## src/rtl/j1_dmem_arbiter.sv

```systemverilog
// Shares the single-port J1 data RAM between the core dbus and a Wishbone B4 classic slave.
// The core always wins the port. Wishbone accesses use cycles the core leaves idle.
module j1_dmem_arbiter #(
    parameter int unsigned AW = 13
) (
    input  logic          clk,
    input  logic          reset,
    // core data bus
    input  logic [15:0]   d_adr,
    input  logic          d_re,
    input  logic          d_we,
    input  logic [15:0]   d_dat_i,
    output logic [15:0]   d_dat_o,
    // wishbone slave
    input  logic          wb_cyc_i,
    input  logic          wb_stb_i,
    input  logic          wb_we_i,
    input  logic [1:0]    wb_sel_i,
    input  logic [15:0]   wb_adr_i,
    input  logic [15:0]   wb_dat_i,
    output logic [15:0]   wb_dat_o,
    output logic          wb_ack_o,
    output logic          wb_err_o,
    // data RAM port
    output logic          ram_en,
    output logic          ram_we,
    output logic [1:0]    ram_be,
    output logic [AW-1:0] ram_adr,
    output logic [15:0]   ram_d,
    input  logic [15:0]   ram_q
);

    typedef enum logic [1:0] {StIdle, StResp, StAck, StErr} state_e;

    state_e      state_q, state_d;
    logic        we_q, we_d;
    logic [15:0] wb_dat_q, wb_dat_d;

    logic        core_req;
    logic        wb_req;
    logic        wb_in_range;
    logic        wb_issue;
    logic [15:0] wb_adr_hi;
    logic        unused_adr_bits;

    assign core_req        = d_re | d_we;
    assign wb_req          = wb_cyc_i & wb_stb_i;
    assign wb_adr_hi       = wb_adr_i >> AW;
    assign wb_in_range     = (wb_adr_hi == 16'h0000);
    assign wb_issue        = (state_q == StIdle) & wb_req & wb_in_range & ~core_req;
    assign unused_adr_bits = ^d_adr[15:AW];

    assign d_dat_o  = ram_q;
    assign wb_dat_o = wb_dat_q;
    // Gated by cyc so a master that abandons the cycle never sees a stray ack/err.
    assign wb_ack_o = (state_q == StAck) & wb_cyc_i;
    assign wb_err_o = (state_q == StErr) & wb_cyc_i;

    always_comb begin
        ram_en  = 1'b0;
        ram_we  = 1'b0;
        ram_be  = 2'b00;
        ram_adr = '0;
        ram_d   = 16'h0000;
        if (core_req) begin
            ram_en  = 1'b1;
            ram_we  = d_we;
            ram_be  = 2'b11;
            ram_adr = d_adr[AW-1:0];
            ram_d   = d_dat_i;
        end else if (wb_issue) begin
            ram_en  = 1'b1;
            ram_we  = wb_we_i;
            ram_be  = wb_we_i ? wb_sel_i : 2'b11;
            ram_adr = wb_adr_i[AW-1:0];
            ram_d   = wb_dat_i;
        end
    end

    always_comb begin
        state_d  = state_q;
        we_d     = we_q;
        wb_dat_d = wb_dat_q;
        unique case (state_q)
            StIdle: begin
                if (wb_req && !wb_in_range) begin
                    state_d = StErr;
                end else if (wb_issue) begin
                    state_d = StResp;
                    we_d    = wb_we_i;
                end
            end
            StResp: begin
                if (wb_cyc_i) begin
                    state_d = StAck;
                    if (!we_q) begin
                        wb_dat_d = ram_q;
                    end
                end else begin
                    state_d = StIdle;
                end
            end
            StAck:   state_d = StIdle;
            StErr:   state_d = StIdle;
            default: state_d = StIdle;
        endcase
    end

    always_ff @(posedge clk) begin
        if (reset) begin
            state_q  <= StIdle;
            we_q     <= 1'b0;
            wb_dat_q <= 16'h0000;
        end else begin
            state_q  <= state_d;
            we_q     <= we_d;
            wb_dat_q <= wb_dat_d;
        end
    end

endmodule

```

## config.mk

```make
export PLATFORM = sky130hd
export DESIGN_NAME = j1_dmem_arbiter
export DESIGN_NICKNAME = d
export VERILOG_FILES = /design/src/rtl/j1_dmem_arbiter.sv
export SDC_FILE = /design/constraint.sdc
export NUM_CORES = 1
export LEC_CHECK = 0
export ABC_AREA = 1
export BUFFER_PORTS_ARGS = -buffer_cell sky130_fd_sc_hd__buf_4
export CAP_MARGIN = 25
export CORE_MARGIN = 8
export CORE_UTILIZATION = 34
export DETAILED_ROUTE_END_ITERATION = 16
export PLACE_DENSITY = 0.78
export SETUP_SLACK_MARGIN = 0.2
export SLEW_MARGIN = 20
export SYNTH_ARGS = -nofsm -noshare
export SYNTH_HDL_FRONTEND = slang
export SYNTH_SLANG_ARGS = --single-unit
```

## constraint.sdc

```tcl
create_clock -name clk -period 1.5 [get_ports clk]
set_input_delay 0.075 -clock clk [delete_from_list [all_inputs] [get_ports clk]]
set_output_delay 0.075 -clock clk [all_outputs]
set_load 0.005 [all_outputs]
```

==> flow_metrics.env <==
export IMPL_synth_seq_cells=19
export IMPL_cts_buffer_depth=2
export IMPL_clkLatencyLatePin_ps=250
export IMPL_swShare_pct=27.9
export IMPL_fin_worst_skew_ps=2.79
export IMPL_powerDensity_nw_per_um2=526
export IMPL_finalSetupTns_ps=-177
export IMPL_multi_input_area_sq_um=831
export IMPL_synth_top_area_share_pct=27.2
export IMPL_hp_class="input pin to flip-flop"
export IMPL_max_slew_margin_pct=73.6
export IMPL_fin_area_sq_um=2740
export IMPL_critPathMaxFanout=6
export IMPL_routedWlPerCell_microns=15.8
export IMPL_p_seq_share_pct=36.7
export IMPL_drc_errors=0
export IMPL_h_tree_depth=1
export IMPL_timing_fmax_ghz=0.657
export IMPL_core_area_sq_um=3970
export IMPL_setup_viol=13
export IMPL_via_per_inst=4.85
export IMPL_die_w_microns=80.1
export IMPL_nFillCells=371
export IMPL_combPwrFrac_pct=38.4
export IMPL_vias=1997
export IMPL_post_place_ws_ps=198
export IMPL_syn2layout_area_growth_pct=95.7
export IMPL_avgSynthCellArea_sq_um=6.24
export IMPL_critPathKind="flip-flop to output pin"
export IMPL_drive_above_1_share_pct=55.2
export IMPL_cap_violations=0
export IMPL_tightestPinTransition_ps=396
export IMPL_ant_nets=0
export IMPL_worstReg2RegStart="state_q[1]"
export IMPL_ys_warn_count=0
export IMPL_drt_iter0_drc=118
export IMPL_crit_arrival_ps=1450
export IMPL_fin_ws_ps=-21.9
export IMPL_fin_crit_ps=1520
export IMPL_hold_ws_ps=67.1
export IMPL_p_total_mw=1.44
export IMPL_utilization_pct=68.9
export IMPL_die_y_microns=80.1
export IMPL_p_leak_nw=1.36
export IMPL_fin_crit_sh_pct=101
export IMPL_start_kind="flip-flop"
export IMPL_status="finished, violations left"
export IMPL_dr_pass1_iters=4
export IMPL_placed_cells=398
export IMPL_num_antenna_cells=0
export IMPL_rsz0062_at_grt="yes"
export IMPL_pin_count=156
export IMPL_final_common_cell="buf_4"
export IMPL_p_int_mw=1.04
export IMPL_p_sw_uw=401
export IMPL_clk_pin_slew_ps=70
export IMPL_grt_start_max_net_pins=32
export IMPL_synth_nets=313
export IMPL_num_rows=23
export IMPL_critPathRequiredTime_ps=1420
export IMPL_antenna_found_initial=0
export IMPL_dieArea_sq_um=6420
export IMPL_ys_types=22
export IMPL_layout_common_cells="buf_4 (148), o21ai_0 (39), nor2_1 (35)"
export IMPL_cts_made_buffers=3
export IMPL_hpwl_microns=4870
export IMPL_routed_wl_microns=6510
export IMPL_grt_pass1_vias=1744
export IMPL_syn_inst=224
export IMPL_cts_root_buf="clkbuf_8"
export IMPL_fin_cells=412
export IMPL_endpoint_kind="output pin"
export IMPL_holdCritStartpoint="ram_q[14]"
export IMPL_slew_violations=0
export IMPL_grt_overflow=0
export IMPL_ir_drop_mv=0.539
export IMPL_netlist_area_sq_um=1400
export IMPL_critPathLaunch="state_q[1]"
export IMPL_clock_sinks=19
export IMPL_grtUsageTotal_pct=16.7
export IMPL_gp_congestion=0.776
export IMPL_ys_seq_area_share_pct=27.2
export IMPL_seq_area_sq_um=388
export IMPL_placed_area_sq_um=2430
export IMPL_clkPwrFrac_pct=24.9
export IMPL_grt_pass1_wl_microns=8800
export IMPL_fin_nets=452
export IMPL_violations="setup timing"
export IMPL_finalHoldViolations=0
export IMPL_start_util_pct=35.2
export IMPL_yosysTopAreaCell="dfxtp_1"
export IMPL_ys_top_cells_by_area="dfxtp_1 (27%), o21ai_0 (14%), nand3_1 (11%)"
export IMPL_portBuffers=152
export IMPL_tritoncts="done"
-- area by class of cell --
type	instances	area share, %
multi-input combinational	164	30.4
inverter	10	1.56
clock buffer	3	1.51
tap	50	2.29
timing repair buffer	165	49.8
sequential	19	14.2
clock inverter	1	0.274
-- sequential cells by signal, summed over array words and instances (netlist names) --
name	cells
we_q	1
state_q	2
wb_dat_o	16
-- power by group through the flow --
stage,combinational (mW),clock (mW),sequential [mW]
CTS,0.520,0.375,0.529
detailed placement,0.505,0,0.541
global placement,0.499,0,0.541
floorplan,0.186,0,0.542
finish,0.552,0.358,0.527
global route,0.598,0.405,0.530
-- worst paths after layout --
kind	end	slack [ps]	cells past startpoint
worst max-delay path	ram_d[0]	-20	8
worst min-delay path	wb_dat_o[14]	70	3
worst max register to register	wb_dat_o[11]	320	5
worst min register to register	we_q	480	2
-- cell usage after synthesis --
cell type	count
nor2_1	35
nor2_2	4
inv_1	6
buf_6	4
o21ai_0	40
nand2_1	37
nand2_2	1
buf_4	16
a21oi_1	2
inv_6	1
o21ai_1	8
nor3_1	2
nor2_4	1
clkbuf_2	1
buf_8	1
o211ai_1	1
inv_2	3
clkbuf_1	6
nand3_1	32
nand2_4	1
buf_2	3
dfxtp_1	19
-- metal layers --
layer	part of all wire [%]	global-route usage [%]	vias up
met5	0	0	-
met4	1.0	3.27	0
met3	7.7	5.47	6
met2	56	30.3	82
met1	36	18.4	909
li1	-	-	1000
-- kinds of logic (layout without fill, tap and decap cells) --
| logic type | Yosys count | after routing | synth area share [%] |
|---|---|---|---|
| buffers and inverters | 41 | 179 | 19.0 |
| AO/OA/AOI/OAI | 51 | 51 | 18.4 |
| AND/OR/NAND/NOR | 113 | 113 | 35.4 |
| flip-flops | 19 | 19 | 27.2 |
-- timing repair --
item                                   4_1_cts  5_1_grt
hold buffers                                 1        0
gates cloned                                 1        2
setup endpoints to repair                   32       32
endpoints found under the hold margin        3        0
pin swaps                                    3        4
buffers inserted                             4        2
gates resized for setup                      9       28
-- worst max-delay path, cell delays in order, from the launching register on --
cell and delay (ps):
dfxtp_4 350, nor2_4 110, nand2_2 80, nor2_4 120
buf_6 140, clkbuf_16 140, nand3_1 60, nand2_1 60
buf_4 110
Note: power is estimated with default switching activity, not from simulation.
